===== config.mk =====
export PLATFORM = sky130hd
export DESIGN_NAME = ise_frame_sched_flat
export DESIGN_NICKNAME = d
export VERILOG_FILES = /design/src/rtl/ise_frame_sched_pkg.sv /design/src/rtl/ise_frame_sched_if.sv /design/src/rtl/ise_frame_sched_rr_arbiter.sv /design/src/rtl/ise_frame_sched.sv /design/src/flat_wrapper.sv
export SDC_FILE = /design/constraint.sdc
export NUM_CORES = 1
export LEC_CHECK = 0
export ABC_AREA = 0
export BUFFER_PORTS_ARGS = -buffer_cell sky130_fd_sc_hd__buf_4
export CAP_MARGIN = 20
export CORE_ASPECT_RATIO = 1.75
export CORE_MARGIN = 8
export CORE_UTILIZATION = 54
export DETAILED_ROUTE_END_ITERATION = 16
export GPL_TIMING_DRIVEN = 0
export PLACE_DENSITY = 0.82
export SLEW_MARGIN = 20
export SYNTH_ARGS = -nofsm -noshare
export SYNTH_HDL_FRONTEND = slang
export SYNTH_HIERARCHICAL = 1
export SYNTH_SLANG_ARGS = --single-unit

===== constraint.sdc =====
create_clock -name clk -period 3.72 [get_ports clk]
set_input_delay 0.372 -clock clk [delete_from_list [all_inputs] [get_ports clk]]
set_output_delay 0.372 -clock clk [all_outputs]
set_load 0.02 [all_outputs]

===== src/rtl/ise_frame_sched_pkg.sv =====
// Shared constants and types for the ISE front-end scheduler.
package ise_pkg;

    localparam logic [1:0] COL_R = 2'd0;
    localparam logic [1:0] COL_G = 2'd1;
    localparam logic [1:0] COL_B = 2'd2;

    localparam int unsigned PIXELS_PER_IMG = 16384;
    localparam int unsigned NUM_IMG        = 32;
    localparam int unsigned PIX_W          = 24;

    typedef enum logic [2:0] {
        IDLE,
        STREAM,
        SORT,
        DRAIN,
        DONE
    } sched_state_t;

endpackage


===== src/rtl/ise_frame_sched_if.sv =====
// Pixel-source handshake bundle: sources drive request/valid/pixel, scheduler returns grant/ready.
interface ise_frame_sched_if #(
    parameter int unsigned NUM_SRC = 4
);
    import ise_pkg::*;

    logic [NUM_SRC-1:0]       src_req;
    logic [NUM_SRC-1:0]       src_valid;
    logic [PIX_W*NUM_SRC-1:0] src_pixel;
    logic [NUM_SRC-1:0]       src_ready;
    logic [NUM_SRC-1:0]       src_gnt;

    modport master (
        output src_req,
        output src_valid,
        output src_pixel,
        input  src_ready,
        input  src_gnt
    );

    modport slave (
        input  src_req,
        input  src_valid,
        input  src_pixel,
        output src_ready,
        output src_gnt
    );

endinterface


===== src/rtl/ise_frame_sched_rr_arbiter.sv =====
// Combinational round-robin arbiter: first requester at or after the pointer wins.
module ise_rr_arbiter #(
    parameter  int unsigned NUM_SRC = 4,
    localparam int unsigned PTR_W   = $clog2(NUM_SRC)
) (
    input  logic [NUM_SRC-1:0] req,
    input  logic [PTR_W-1:0]   pointer,
    output logic [NUM_SRC-1:0] gnt,
    output logic               valid
);

    logic [PTR_W-1:0] idx;

    always_comb begin
        gnt   = '0;
        valid = 1'b0;
        idx   = '0;
        for (int unsigned i = 0; i < NUM_SRC; i++) begin
            idx = PTR_W'((32'(pointer) + i) % NUM_SRC);
            if (!valid && req[idx]) begin
                gnt[idx] = 1'b1;
                valid    = 1'b1;
            end
        end
    end

endmodule


===== src/rtl/ise_frame_sched.sv =====
// ISE front-end scheduler: round-robin image grants, engine clock gating, result tagging.
// Optional stall counter built when ISE_SCHED_STALL_CNT_EN is defined.
module ise_frame_sched
    import ise_pkg::*;
#(
    parameter  int unsigned NUM_SRC        = 4,
    parameter  int unsigned PIXELS_PER_IMG = ise_pkg::PIXELS_PER_IMG,
    parameter  int unsigned NUM_IMG        = ise_pkg::NUM_IMG,
    localparam int unsigned SRC_W          = $clog2(NUM_SRC)
) (
    input  logic                   clk,
    input  logic                   reset,
    ise_frame_sched_if.slave       src,
    output logic                   eng_clk_en,
    output logic [PIX_W-1:0]       eng_pixel_in,
    output logic [4:0]             eng_image_index,
    input  logic                   eng_busy,
    input  logic                   eng_out_valid,
    input  logic [1:0]             eng_color,
    input  logic [4:0]             eng_image_out,
    output logic                   res_valid,
    output logic [SRC_W-1:0]       res_src,
    output logic [1:0]             res_color,
    output logic [4:0]             res_image,
    output logic                   done,
    output logic [15:0]            stall_cnt
);

    sched_state_t     state;
    logic [13:0]      pix_cnt;
    logic [4:0]       img_cnt;
    logic [5:0]       res_cnt;
    logic [SRC_W-1:0] rr_ptr;
    logic [SRC_W-1:0] gnt_idx;
    logic [SRC_W-1:0] owner [NUM_IMG];

    logic [NUM_SRC-1:0] arb_gnt;
    logic               arb_valid;
    logic [SRC_W-1:0]   arb_idx;
    logic [SRC_W-1:0]   rr_next;
    logic               beat_ok;
    logic               last_beat;

    ise_rr_arbiter #(
        .NUM_SRC (NUM_SRC)
    ) u_arb (
        .req     (src.src_req),
        .pointer (rr_ptr),
        .gnt     (arb_gnt),
        .valid   (arb_valid)
    );

    always_comb begin
        arb_idx = '0;
        for (int unsigned i = 0; i < NUM_SRC; i++) begin
            if (arb_gnt[i]) arb_idx = SRC_W'(i);
        end
        rr_next = (arb_idx == SRC_W'(NUM_SRC - 1)) ? '0 : arb_idx + 1'b1;
    end

    assign beat_ok   = (state == STREAM) && src.src_valid[gnt_idx];
    assign last_beat = (pix_cnt == 14'(PIXELS_PER_IMG - 1));

    // The engine clock only ticks on valid pixels while streaming, so an
    // underrun simply freezes the engine instead of losing a beat.
    always_comb begin
        src.src_ready = src.src_gnt;
        eng_pixel_in  = '0;
        eng_clk_en    = 1'b0;
        unique case (state)
            STREAM: begin
                eng_pixel_in = src.src_pixel[gnt_idx*PIX_W +: PIX_W];
                eng_clk_en   = src.src_valid[gnt_idx];
            end
            SORT, DRAIN: eng_clk_en = 1'b1;
            default:     eng_clk_en = 1'b0;
        endcase
    end

    assign eng_image_index = img_cnt;

    always_ff @(posedge clk or posedge reset) begin
        if (reset) begin
            state       <= IDLE;
            pix_cnt     <= '0;
            img_cnt     <= '0;
            res_cnt     <= '0;
            rr_ptr      <= '0;
            gnt_idx     <= '0;
            src.src_gnt <= '0;
            res_valid   <= 1'b0;
            res_src     <= '0;
            res_color   <= '0;
            res_image   <= '0;
            done        <= 1'b0;
            for (int unsigned i = 0; i < NUM_IMG; i++) owner[i] <= '0;
        end else begin
            unique case (state)
                IDLE: begin
                    if (arb_valid) begin
                        src.src_gnt    <= arb_gnt;
                        gnt_idx        <= arb_idx;
                        owner[img_cnt] <= arb_idx;
                        rr_ptr         <= rr_next;
                        state          <= STREAM;
                    end
                end
                STREAM: begin
                    if (beat_ok) begin
                        if (last_beat) begin
                            pix_cnt     <= '0;
                            src.src_gnt <= '0;
                            state       <= SORT;
                        end else begin
                            pix_cnt <= pix_cnt + 1'b1;
                        end
                    end
                end
                SORT: begin
                    // The engine keeps busy high after the final image, so leave without waiting.
                    if (img_cnt == 5'(NUM_IMG - 1)) begin
                        state <= DRAIN;
                    end else if (!eng_busy) begin
                        img_cnt <= img_cnt + 1'b1;
                        state   <= IDLE;
                    end
                end
                DRAIN: begin
                    if (res_cnt == 6'(NUM_IMG)) begin
                        res_valid <= 1'b0;
                        done      <= 1'b1;
                        state     <= DONE;
                    end else if (eng_out_valid) begin
                        res_valid <= 1'b1;
                        res_color <= eng_color;
                        res_image <= eng_image_out;
                        res_src   <= owner[eng_image_out];
                        res_cnt   <= res_cnt + 1'b1;
                    end else begin
                        res_valid <= 1'b0;
                    end
                end
                DONE: begin
                    res_valid <= 1'b0;
                end
                default: state <= IDLE;
            endcase
        end
    end

`ifdef ISE_SCHED_STALL_CNT_EN
    always_ff @(posedge clk or posedge reset) begin
        if (reset) begin
            stall_cnt <= '0;
        end else if (state == STREAM && !src.src_valid[gnt_idx] && stall_cnt != '1) begin
            stall_cnt <= stall_cnt + 1'b1;
        end
    end
`else
    assign stall_cnt = '0;
`endif

endmodule


===== src/flat_wrapper.sv =====
// flat-port wrapper written by rule: the top's interface ports become plain ports
module ise_frame_sched_flat import ise_pkg::*;
#(
    parameter  int unsigned NUM_SRC        = 4,
    parameter  int unsigned PIXELS_PER_IMG = ise_pkg::PIXELS_PER_IMG,
    parameter  int unsigned NUM_IMG        = ise_pkg::NUM_IMG,
    localparam int unsigned SRC_W          = $clog2(NUM_SRC)
)
  (clk, reset, eng_clk_en, eng_pixel_in, eng_image_index, eng_busy, eng_out_valid, eng_color, eng_image_out, res_valid, res_src, res_color, res_image, done, stall_cnt, src_src_req, src_src_valid, src_src_pixel, src_src_ready, src_src_gnt);
  ise_frame_sched_if #(.NUM_SRC(NUM_SRC)) src_i ();
  input  logic clk;
  input  logic reset;
  output logic eng_clk_en;
  output logic [PIX_W-1:0] eng_pixel_in;
  output logic [4:0] eng_image_index;
  input  logic eng_busy;
  input  logic eng_out_valid;
  input  logic [1:0] eng_color;
  input  logic [4:0] eng_image_out;
  output logic res_valid;
  output logic [SRC_W-1:0] res_src;
  output logic [1:0] res_color;
  output logic [4:0] res_image;
  output logic done;
  output logic [15:0] stall_cnt;
  input wire logic [$bits(src_i.src_req)-1:0] src_src_req;
  input wire logic [$bits(src_i.src_valid)-1:0] src_src_valid;
  input wire logic [$bits(src_i.src_pixel)-1:0] src_src_pixel;
  output wire logic [$bits(src_i.src_ready)-1:0] src_src_ready;
  output wire logic [$bits(src_i.src_gnt)-1:0] src_src_gnt;
  assign src_i.src_req = src_src_req;
  assign src_i.src_valid = src_src_valid;
  assign src_i.src_pixel = src_src_pixel;
  assign src_src_ready = src_i.src_ready;
  assign src_src_gnt = src_i.src_gnt;
  ise_frame_sched #(.NUM_SRC(NUM_SRC), .PIXELS_PER_IMG(PIXELS_PER_IMG), .NUM_IMG(NUM_IMG)) u_core (.clk(clk), .reset(reset), .src(src_i), .eng_clk_en(eng_clk_en), .eng_pixel_in(eng_pixel_in), .eng_image_index(eng_image_index), .eng_busy(eng_busy), .eng_out_valid(eng_out_valid), .eng_color(eng_color), .eng_image_out(eng_image_out), .res_valid(res_valid), .res_src(res_src), .res_color(res_color), .res_image(res_image), .done(done), .stall_cnt(stall_cnt));
endmodule

==> results_dict.tcl, run 1 <==
set metrics [dict create \
    worst_pin_slew_ns 0.665 \
    synthArstFlopShare_pct 100 \
    final_hold_violation_count 0 \
    worstSetupStartpointType "flop" \
    clock.fmax_mhz 284 \
    crit_type "reg2reg" \
    fill_cells 910 \
    timing.clock.skew_ns 0.0117 \
    placed_cells_incl_taps 921 \
    num_vias 5436 \
    drv_cap 0 \
    design.final.nets 893 \
    drt_iter0_markers 275 \
    post_route_cells_drive_above_1_share_pct 44.7 \
    die_h_um 164 \
    globalRoute.totalOverflow 0 \
    area_growth_pct 26.9 \
    max_slew_margin_pct 55.6 \
    fin_setup_tns_ns 0 \
    postCtsSetupBuffers 0 \
    root_buffer_selected_by_cts "sky130_fd_sc_hd__clkbuf_16" \
    clk_latency_worst_skew_pair_ns 0.36 \
    status "finished clean" \
    final_core_utilization_pct 69.5 \
    number_of_register_bits_inferred_by_synthesis 111 \
    power.leakage_uw 0.00417 \
    top_level_ports 180 \
    clkSlewWorstSetupHoldPaths_ns 0.08 \
    die_width_um 100 \
    timing.final.crit_share_pct 94.6 \
    globalplace.congestion 0.954 \
    dr_wl_met3_mm 1.90 \
    fin_crit_ns 3.52 \
    drt_drc_violations_left 0 \
    drt_pre_antenna_iters 5 \
    timing.final.max_slew_violations 0 \
    detailroute.wirelength.met2_mm 11.8 \
    worst_hold_path_type "in2async" \
    yosysWarningCount 6 \
    cts-root-to-sink-buffers 2 \
    post_synth_num_cell_types 60 \
    ys_seq_area_share_pct 41.2 \
    grt_start_max_net_pins 64 \
    timing.rr.start "u_core/rr_ptr[0]" \
    diodes 0 \
    critical_path_peak_fanout 10 \
    cts_max_level 3 \
    starting_density_of_the_core_pct 54.8 \
    std_cell_rows 54 \
    ant_nets 0 \
    combined_area_of_all_synthesized_cells_um2 6740 \
    grt_use_total_pct 26.3 \
    postSynthAreaPerCell_um2 11.7 \
    timing.hold.ws_ns 0.0877 \
    setup-violations-final 0 \
    antenna_found_initial 3 \
    power_density_over_the_cells_nw_per_um2 352 \
    postRouteWirelength_mm 21.4 \
    edff_count_synth 0 \
    rsz0062_at_grt "no" \
    wl_per_cell_um 22.8 \
    stdcell_area_um2 8550 \
    numCtsBuffers 9 \
    cts_sinks 111 \
    post_dp_hpwl_mm 17.1 \
    cp_data_required_time_ns 4.01 \
    cts_tree "built" \
    grt_pass1_wl_mm 32.7 \
    worst_ir_drop_vdd_mv 0.341 \
    via_per_inst 5.80 \
    post_layout_nonfiller_instances 937 \
    netlist_instances 577 \
    die-area_um2 16400 \
    number_of_hold_buffers_added_after_cts 0 \
    critical_path_arrival_ns 3.81 \
    detail_route.wirelength.met1_mm 7.06 \
    top_signal_layer_used "met5" \
    dpl_cell_area_um2 8240 \
    critPathCaptureType "flop" \
    core_region_area_um2 12300 \
    port_buffers 160 \
    synth_flop_cell "sky130_fd_sc_hd__dfrtp_1" \
    number_of_global_route_vias_before_repair 6004 \
    cp-startpoint "u_core/rr_ptr[0]" \
]
## metal layers
layer | vias up | GRT usage [%]
met5 | - | 0
met4 | 6 | 10.7
met3 | 45 | 8.40
met2 | 248 | 50.4
met1 | 2700 | 24.6
li1 | 2437 | -
## worst max-delay path, cell delays in order (launching register included)
cell and delay (ns):
sky130_fd_sc_hd__dfrtp_1 0.47, sky130_fd_sc_hd__buf_6 0.17, sky130_fd_sc_hd__inv_1 0.09, sky130_fd_sc_hd__ha_1 0.29
sky130_fd_sc_hd__buf_2 0.18, sky130_fd_sc_hd__mux2i_2 0.39, sky130_fd_sc_hd__mux2_2 0.31, sky130_fd_sc_hd__a211oi_1 0.09
sky130_fd_sc_hd__o2bb2ai_1 0.35, sky130_fd_sc_hd__a21o_1 0.28, sky130_fd_sc_hd__clkbuf_1 0.55, sky130_fd_sc_hd__mux2_2 0.29
## cell usage after synthesis, types with 10 or more instances
master,count,area [um^2]
sky130_fd_sc_hd__buf_2,14,70.1
sky130_fd_sc_hd__inv_1,10,37.5
sky130_fd_sc_hd__mux4_2,32,721
sky130_fd_sc_hd__ha_1,14,175
sky130_fd_sc_hd__mux2_2,79,890
sky130_fd_sc_hd__xnor2_1,15,131
sky130_fd_sc_hd__dfrtp_1,111,2780
sky130_fd_sc_hd__o22ai_1,11,68.8
sky130_fd_sc_hd__buf_4,20,150
sky130_fd_sc_hd__mux2i_1,18,180
sky130_fd_sc_hd__and2_1,31,194
sky130_fd_sc_hd__nor2_1,22,82.6
sky130_fd_sc_hd__nand2_1,57,214
sky130_fd_sc_hd__clkbuf_1,20,75.1
## where the power goes
group	switching [uW]	leakage, uW	internal [uW]
registers	44.6	0.00150	1240
clock network	484	0.000146	482
logic	404	0.00253	350
## cells in the final DEF, fill, tap and decap left out, drive strengths merged, types with 4 or more instances in the layout
cell type	count
ha	14
dfrtp	111
o32a	4
o2bb2ai	4
a31oi	4
and3	8
nand3	5
nor3	5
mux2	80
nand4	9
a21oi	5
o21ai	7
mux2i	18
nand2b	8
clkbuf	30
conb	16
o22ai	11
nor2	22
xor2	4
mux4	34
inv	14
xnor2	15
and2	31
buf	200
nand2	57
a22o	5
nor3b	5
## path summary, 6_finish.rpt
path / to / slack [ns] / cells past startpoint
setup / recovery: u_core/owner[2] / 0.20 / 11
hold / removal: u_core/res_cnt[4] / 0.09 / 2
setup reg to reg: u_core/owner[2] / 0.20 / 11
hold reg to reg: u_core/pix_cnt[6] / 0.47 / 1
max in group asynchronous: u_core/owner[54] / 2.98 / 3
min in group clk: u_core/res_color[0] / 0.25 / 2
## flip-flops by register name, summed over array words and instances, names as in the netlist
name / flops
u_core/res_cnt: 6
u_core/gnt_idx: 2
u_core/res_src: 2
u_core/owner: 64
u_core/res_color: 2
u_core/state: 3
u_core/eng_image_index: 5
u_core/res_valid: 1
u_core/done: 1
u_core/pix_cnt: 14
u_core/res_image: 5
u_core/rr_ptr: 2
u_core/src.src_gnt: 4
## timing repair
item | CTS | global route
endpoints found under the setup margin | 0 | 39
gates resized for setup | 0 | 7
hold endpoints to repair | 0 | 0
## cells by family after synthesis
group	synth area share [%]
other	0.0557
adder cells (fa/ha/maj)	2.60
multiplexers	27.5
AND/OR/NAND/NOR	13.9
buffers and inverters	5.74
XOR/XNOR	2.47
AO/OA/AOI/OAI	6.45
flip-flops	41.2
## cell type report
type	instances	area, um^2	share of cell area, %
plain buffers	60	353	4.13
multi-input cells	411	3630	42.5
clock buffers	9	225	2.63
inverters	10	42.5	0.498
clock inverters	7	80.1	0.937
flip-flops and latches	111	2780	32.5
well taps	168	210	2.46
repair buffers	161	1230	14.4
## through the flow
stage	total power, uW	setup slack [ns]
5_1_grt	3130	0.0395
3_3_place_gp	2040	-0.596
3_5_place_dp	2060	0.0608
6_report	3010	0.200
2_1_floorplan	1750	0.417
4_1_cts	3030	0.0210
Note: power is estimated with default switching activity, not from simulation.
==> run 2, diff against run 1 <==
--- a/config.mk
+++ b/config.mk
@@ -10,10 +10,10 @@
 export CAP_MARGIN = 20
 export CORE_ASPECT_RATIO = 1.75
 export CORE_MARGIN = 8
-export CORE_UTILIZATION = 54
+export CORE_UTILIZATION = 58
 export DETAILED_ROUTE_END_ITERATION = 16
 export GPL_TIMING_DRIVEN = 0
-export PLACE_DENSITY = 0.82
+export PLACE_DENSITY = 0.87
 export SLEW_MARGIN = 20
 export SYNTH_ARGS = -nofsm -noshare
 export SYNTH_HDL_FRONTEND = slang
==> constraint.sdc (replaced) <==
create_clock -name clk -period 4.4 [get_ports clk]
set_input_delay 0.44 -clock clk [delete_from_list [all_inputs] [get_ports clk]]
set_output_delay 0.44 -clock clk [all_outputs]
set_load 0.02 [all_outputs]
==> results_dict.tcl, run 2 (same netlist as run 1, synthesis figures left out) <==
set metrics [dict create \
    fin_setup_tns_ns 0 \
    critPathCaptureType "flop" \
    clkSlewWorstSetupHoldPaths_ns 0.07 \
    cts_tree "built" \
    final_hold_violation_count 0 \
    worst_hold_path_type "in2async" \
    std_cell_rows 52 \
    cts_sinks 111 \
    ant_nets 0 \
    number_of_hold_buffers_added_after_cts 0 \
    antenna_found_initial 4 \
    wl_per_cell_um 22.5 \
    worstSetupStartpointType "flop" \
    power.switching_uw 754 \
    layout.cells.most_common "sky130_fd_sc_hd__buf_4" \
    timing.clock.skew_ns 0.00674 \
    clock.fmax_mhz 274 \
    post_route_cells_drive_above_1_share_pct 44.1 \
    grt_start_max_net_pins 66 \
    via_per_inst 6.05 \
    core_region_area_um2 11500 \
    cp_data_required_time_ns 4.68 \
    power_density_over_the_cells_nw_per_um2 294 \
    postCtsSetupBuffers 0 \
    die_h_um 159 \
    cts-root-to-sink-buffers 2 \
    drv_cap 0 \
    num_vias 5465 \
    setup-violations-final 0 \
    rsz0062_at_grt "no" \
    fin_crit_ns 3.65 \
    largest_reg_flops 64 \
    worst_ir_drop_vdd_mv 0.251 \
    diodes 0 \
    cts_resized 0 \
    max_slew_margin_pct 56.4 \
    area_growth_pct 25.8 \
    drt_drc_violations_left 0 \
    critical_path_peak_fanout 10 \
    p_clk_share_pct 31.2 \
    globalplace.congestion 0.924 \
    status "finished clean" \
    post_dp_hpwl_mm 16.3 \
    die_width_um 97.5 \
    cts_max_level 3 \
    critical_path_arrival_ns 3.93 \
    seq_power_share_pct 43.6 \
    grt_use_total_pct 25.9 \
    numCtsBuffers 9 \
    drt_iter0_markers 306 \
    postRouteWirelength_mm 20.3 \
    timing.hold.ws_ns 0.105 \
    combPwrFrac_pct 25.2 \
    p_int_uw 1740 \
    timing.final.crit_share_pct 82.9 \
    number_of_global_route_vias_before_repair 5880 \
    switching_share_pct 30.3 \
    design.final.nets 893 \
    starting_density_of_the_core_pct 58.8 \
    port_buffers 160 \
    top_level_ports 180 \
    root_buffer_selected_by_cts "sky130_fd_sc_hd__clkbuf_16" \
    clk_latency_worst_skew_pair_ns 0.35 \
    globalRoute.totalOverflow 0 \
    largest_register "u_core/owner" \
    die-area_um2 15500 \
    grt_pass1_wl_mm 31.0 \
    drt_pre_antenna_iters 6 \
    mostFrequentLayoutCells "sky130_fd_sc_hd__buf_4, sky130_fd_sc_hd__dfrtp_1, sky130_fd_sc_hd__mux2_2" \
    timing.final.max_slew_violations 0 \
    largestRegisters "u_core/owner: 64 flops, u_core/pix_cnt: 14 flops, u_core/res_cnt: 6 flops" \
    crit_type "reg2reg" \
    power.leakage_uw 0.00416 \
    worst_pin_slew_ns 0.653 \
]
## run 2: changes by cell type in the layout (fill, tap and decap cells not counted)
cell / before / now
sky130_fd_sc_hd__mux2i_2: 1 / 0
sky130_fd_sc_hd__clkinvlp_4: 1 / 0
sky130_fd_sc_hd__clkbuf_2: 4 / 1
sky130_fd_sc_hd__inv_12: 1 / 0
sky130_fd_sc_hd__clkbuf_1: 17 / 20
sky130_fd_sc_hd__mux2i_1: 17 / 18
sky130_fd_sc_hd__inv_8: 2 / 0
sky130_fd_sc_hd__clkinv_2: 0 / 1
sky130_fd_sc_hd__inv_6: 2 / 4
## run 2: routing by layer
metal  up-vias  global-route usage, %  share of wire (%)  wire length, um
met5         -                      0               0.24               48
met4         8                   12.0                3.8              773
met3        61                   7.30                8.6             1750
met2       285                   49.3                 54            11000
met1      2681                   25.0                 33             6710
li1       2430                      -                  -                -
## run 2: critical path, cell delays in order, from the launching register on
cell and delay (ns):
sky130_fd_sc_hd__dfrtp_1 0.46, sky130_fd_sc_hd__buf_6 0.17, sky130_fd_sc_hd__inv_1 0.10, sky130_fd_sc_hd__ha_1 0.29, sky130_fd_sc_hd__buf_2 0.18, sky130_fd_sc_hd__mux2i_1 0.43, sky130_fd_sc_hd__mux2_2 0.31, sky130_fd_sc_hd__a211oi_1 0.10
sky130_fd_sc_hd__o2bb2ai_1 0.33, sky130_fd_sc_hd__or2_2 0.17, sky130_fd_sc_hd__clkbuf_1 0.25, sky130_fd_sc_hd__clkbuf_1 0.51, sky130_fd_sc_hd__mux2_2 0.28
## run 2: area by class of cell
cell class	instances	area, um^2
buffer	60	349
clock buffer	9	225
clock inverter	6	56.3
fill	755	2980
inverter	10	42.5
multi-input combinational	411	3630
sequential	111	2780
tap	135	169
timing repair buffer	161	1230
## run 2: worst paths after layout
check | slack [ns] | start | depth (start not counted) | endpoint
hold reg to reg | 0.47 | u_core/pix_cnt[12] | 1 | u_core/pix_cnt[12]
hold / removal | 0.11 | reset | 2 | u_core/pix_cnt[12]
min in group clk | 0.32 | eng_color[0] | 2 | u_core/res_color[0]
setup reg to reg | 0.75 | u_core/rr_ptr[0] | 12 | u_core/owner[37]
max in group asynchronous | 3.64 | reset | 3 | u_core/owner[51]
setup / recovery | 0.75 | u_core/rr_ptr[0] | 12 | u_core/owner[37]
## run 2: power groups by stage
stage                     logic (uW)  registers (uW)  clock network, uW
after floorplan                  380            1100                  0
after global placement           607            1100                  0
after detailed placement         627            1110                  0
after CTS                        629            1090                786
after global routing             673            1090                823
final                            626            1090                776
## run 2: per-stage QoR
| step | utilization, % | total power, uW | instances | worst slack, ns | cell area (um^2) |
|---|---|---|---|---|---|
| after floorplan | - | 1480 | 592 | 1.03 | 6790 |
| after global placement | 71.3 | 1710 | 887 | 0.0320 | 8160 |
| after detailed placement | 71.6 | 1730 | 888 | 0.825 | 8190 |
| after CTS | 74.0 | 2500 | 903 | 0.811 | 8480 |
| after global routing | 74.0 | 2590 | 903 | 0.577 | 8480 |
| final | 74.0 | 2490 | 903 | 0.752 | 8480 |
==> run 3, diff against run 2 <==
--- a/config.mk
+++ b/config.mk
@@ -5,15 +5,15 @@
 export SDC_FILE = /design/constraint.sdc
 export NUM_CORES = 1
 export LEC_CHECK = 0
-export ABC_AREA = 0
+export ABC_AREA = 1
 export BUFFER_PORTS_ARGS = -buffer_cell sky130_fd_sc_hd__buf_4
 export CAP_MARGIN = 20
 export CORE_ASPECT_RATIO = 1.75
 export CORE_MARGIN = 8
-export CORE_UTILIZATION = 58
+export CORE_UTILIZATION = 54
 export DETAILED_ROUTE_END_ITERATION = 16
 export GPL_TIMING_DRIVEN = 0
-export PLACE_DENSITY = 0.87
+export PLACE_DENSITY = 0.81
 export SLEW_MARGIN = 20
 export SYNTH_ARGS = -nofsm -noshare
 export SYNTH_HDL_FRONTEND = slang
==> constraint.sdc (replaced) <==
create_clock -name clk -period 3.6 [get_ports clk]
set_input_delay 0.36 -clock clk [delete_from_list [all_inputs] [get_ports clk]]
set_output_delay 0.36 -clock clk [all_outputs]
set_load 0.02 [all_outputs]
==> results_dict.tcl, run 3 <==
set metrics [dict create \
    ant_nets 0 \
    final_core_utilization_pct 68.7 \
    die_h_um 167 \
    root_buffer_selected_by_cts "sky130_fd_sc_hd__clkbuf_16" \
    stdcell_area_um2 8840 \
    multi_input_area_um2 3620 \
    combined_area_of_all_synthesized_cells_um2 7050 \
    sequential_cell_area_um2 2780 \
    largest_register "u_core/owner" \
    grt_use_total_pct 26.0 \
    synth_flop_cell "sky130_fd_sc_hd__dfrtp_1" \
    cp-startpoint "u_core/rr_ptr[0]" \
    synth_top_cells_by_area "sky130_fd_sc_hd__dfrtp_1, sky130_fd_sc_hd__nand2_1, sky130_fd_sc_hd__o21ai_0" \
    timing.hold.ws_ns 0.0858 \
    drt_pre_antenna_iters 5 \
    ys_seq_area_share_pct 39.4 \
    cts_sinks 111 \
    clk_latency_worst_skew_pair_ns 0.34 \
    globalplace.congestion 0.941 \
    yosysWarningCount 6 \
    timing.clock.skew_ns 0.0134 \
    area_growth_pct 25.5 \
    clkSlewWorstSetupHoldPaths_ns 0.08 \
    drt_iter0_markers 362 \
    antenna_found_initial 0 \
    cp_data_required_time_ns 3.80 \
    die_width_um 102 \
    edff_count_synth 0 \
    power_density_over_the_cells_nw_per_um2 285 \
    worst_pin_slew_ns 0.849 \
    max_slew_margin_pct 43.2 \
    num_vias 7209 \
    crit_type "reg2reg" \
    fin_crit_ns 3.30 \
    starting_density_of_the_core_pct 54.8 \
    cts_max_level 3 \
    std_cell_rows 55 \
    worstSetupStartpointType "flop" \
    synthArstFlopShare_pct 100 \
    largest_reg_flops 64 \
    cts-root-to-sink-buffers 2 \
    final_hold_violation_count 0 \
    yosysMostFrequentCell "sky130_fd_sc_hd__nand2_1" \
    number_of_register_bits_inferred_by_synthesis 111 \
    library_cell_occupying_the_most_area_in_the_post_synthesis_netlist "sky130_fd_sc_hd__dfrtp_1" \
    number_of_global_route_vias_before_repair 7022 \
    power.leakage_uw 0.00451 \
    timing.final.crit_share_pct 91.7 \
    dpl_cell_area_um2 8540 \
    critPathCaptureType "flop" \
    number_of_hold_buffers_added_after_cts 0 \
    critical_path_arrival_ns 3.50 \
    mostFrequentLayoutCells "sky130_fd_sc_hd__nand2_1, sky130_fd_sc_hd__buf_4, sky130_fd_sc_hd__nor2_1" \
    critical_path_peak_fanout 12 \
    diodes 0 \
    post_synth_num_cell_types 36 \
    timing.rr.start "u_core/rr_ptr[0]" \
    worst_slack_ns 0.297 \
    design.final.nets 1324 \
    largestRegisters "u_core/owner: 64 flops, u_core/pix_cnt: 14 flops, u_core/res_cnt: 6 flops" \
    fill_cells 1127 \
    fin_setup_tns_ns 0 \
    pre_cts_slack_ns 0.269 \
    grt_start_max_net_pins 68 \
    worst_ir_drop_vdd_mv 0.268 \
    clock.fmax_mhz 303 \
    netlist_instances 1008 \
    timing.final.max_slew_violations 0 \
    die-area_um2 17100 \
    port_buffers 160 \
    post_route_cells_drive_above_1_share_pct 21.4 \
    wl_per_cell_um 16.0 \
    drv_cap 0 \
    grt_pass1_wl_mm 35.1 \
    setup-violations-final 0 \
    postRouteWirelength_mm 21.9 \
    numCtsBuffers 9 \
    drt_drc_violations_left 0 \
    via_per_inst 5.26 \
    synth_largest_type_area_fraction_pct 39.4 \
    status "finished clean" \
    layout.cells.most_common "sky130_fd_sc_hd__nand2_1" \
    globalRoute.totalOverflow 0 \
    cts_tree "built" \
    yosys-top-cells-count "sky130_fd_sc_hd__nand2_1, sky130_fd_sc_hd__nor2_1, sky130_fd_sc_hd__dfrtp_1, sky130_fd_sc_hd__o21ai_0, sky130_fd_sc_hd__nand3_1" \
    post_dp_hpwl_mm 17.2 \
    top_level_ports 180 \
    postSynthAreaPerCell_um2 6.99 \
    rsz0062_at_grt "no" \
    worst_hold_path_type "in2async" \
    core_region_area_um2 12900 \
]
==> run 3: cell families (layout without fill, tap and decap cells) <==
| logic type | after synthesis | in the layout | share of synthesized area [%] |
|---|---|---|---|
| other | 1 | 16 | 0.0532 |
| flip-flops | 111 | 111 | 39.4 |
| XOR/XNOR | 14 | 14 | 1.74 |
| AND/OR/NAND/NOR | 551 | 551 | 34.3 |
| AO/OA/AOI/OAI | 164 | 164 | 11.9 |
| buffers and inverters | 153 | 329 | 10.1 |
| adder cells (fa/ha/maj) | 14 | 14 | 2.49 |
==> run 3: final cells by class <==
| cell class | instances | area share [%] |
|---|---|---|
| Buffer | 60 | 4.05 |
| Clock buffer | 10 | 2.59 |
| Clock inverter | 5 | 0.750 |
| Inverter | 93 | 4.06 |
| Multi-Input combinational cell | 759 | 40.9 |
| Sequential cell | 111 | 31.4 |
| Tap cell | 171 | 2.42 |
| Timing Repair Buffer | 161 | 13.8 |
==> run 3: path summary, 6_finish.rpt <==
path                                  endpoint  slack (ns)  cells after the start
min reg2reg                    u_core/owner[8]        0.49                      2
max reg2reg                    u_core/owner[3]        0.30                     12
max in group asynchronous     u_core/owner[50]        2.85                      3
min in group clk           u_core/res_color[1]        0.21                      3
min                        u_core/res_color[0]        0.09                      2
max                            u_core/owner[3]        0.30                     12
==> run 3: repair_timing <==
action,CTS,global route
buffers inserted,0,0
gates resized for setup,0,1
endpoints found under the setup margin,0,12
==> run 3: per-stage QoR <==
stage | total power (uW) | instances
after floorplan | 1410 | 1023
after global placement | 1540 | 1354
after detailed placement | 1540 | 1355
after CTS | 2530 | 1370
after global routing | 2620 | 1370
final | 2520 | 1370
==> run 3: report_power, final <==
part | internal [uW] | switching [uW] | total, uW
logic | 125 | 152 | 277
clock network | 545 | 449 | 994
registers | 1250 | 0 | 1250
==> run 3: layer usage <==
metal | up-vias | part of all wire, % | wire length, um | track usage [%]
met1 | 3336 | 36 | 7810 | 27.0
met4 | 0 | 4.0 | 877 | 13.4
li1 | 3561 | - | - | -
met3 | 52 | 7.2 | 1570 | 5.15
met5 | - | 0 | 0 | 0
met2 | 260 | 53 | 11600 | 47.0
==> run 3: worst max-delay path, cell delays in order (launching register included) <==
cell                       delay (ns)
sky130_fd_sc_hd__dfrtp_1         0.59
sky130_fd_sc_hd__inv_2           0.16
sky130_fd_sc_hd__ha_1            0.36
sky130_fd_sc_hd__inv_1           0.09
sky130_fd_sc_hd__nand3_1         0.08
sky130_fd_sc_hd__nand2_1         0.12
sky130_fd_sc_hd__nand3_2         0.14
sky130_fd_sc_hd__nor2_1          0.05
sky130_fd_sc_hd__nor2_1          0.09
sky130_fd_sc_hd__nand2_1         0.12
sky130_fd_sc_hd__nor2_1          0.67
sky130_fd_sc_hd__clkbuf_1        0.50
sky130_fd_sc_hd__o21ai_0         0.19
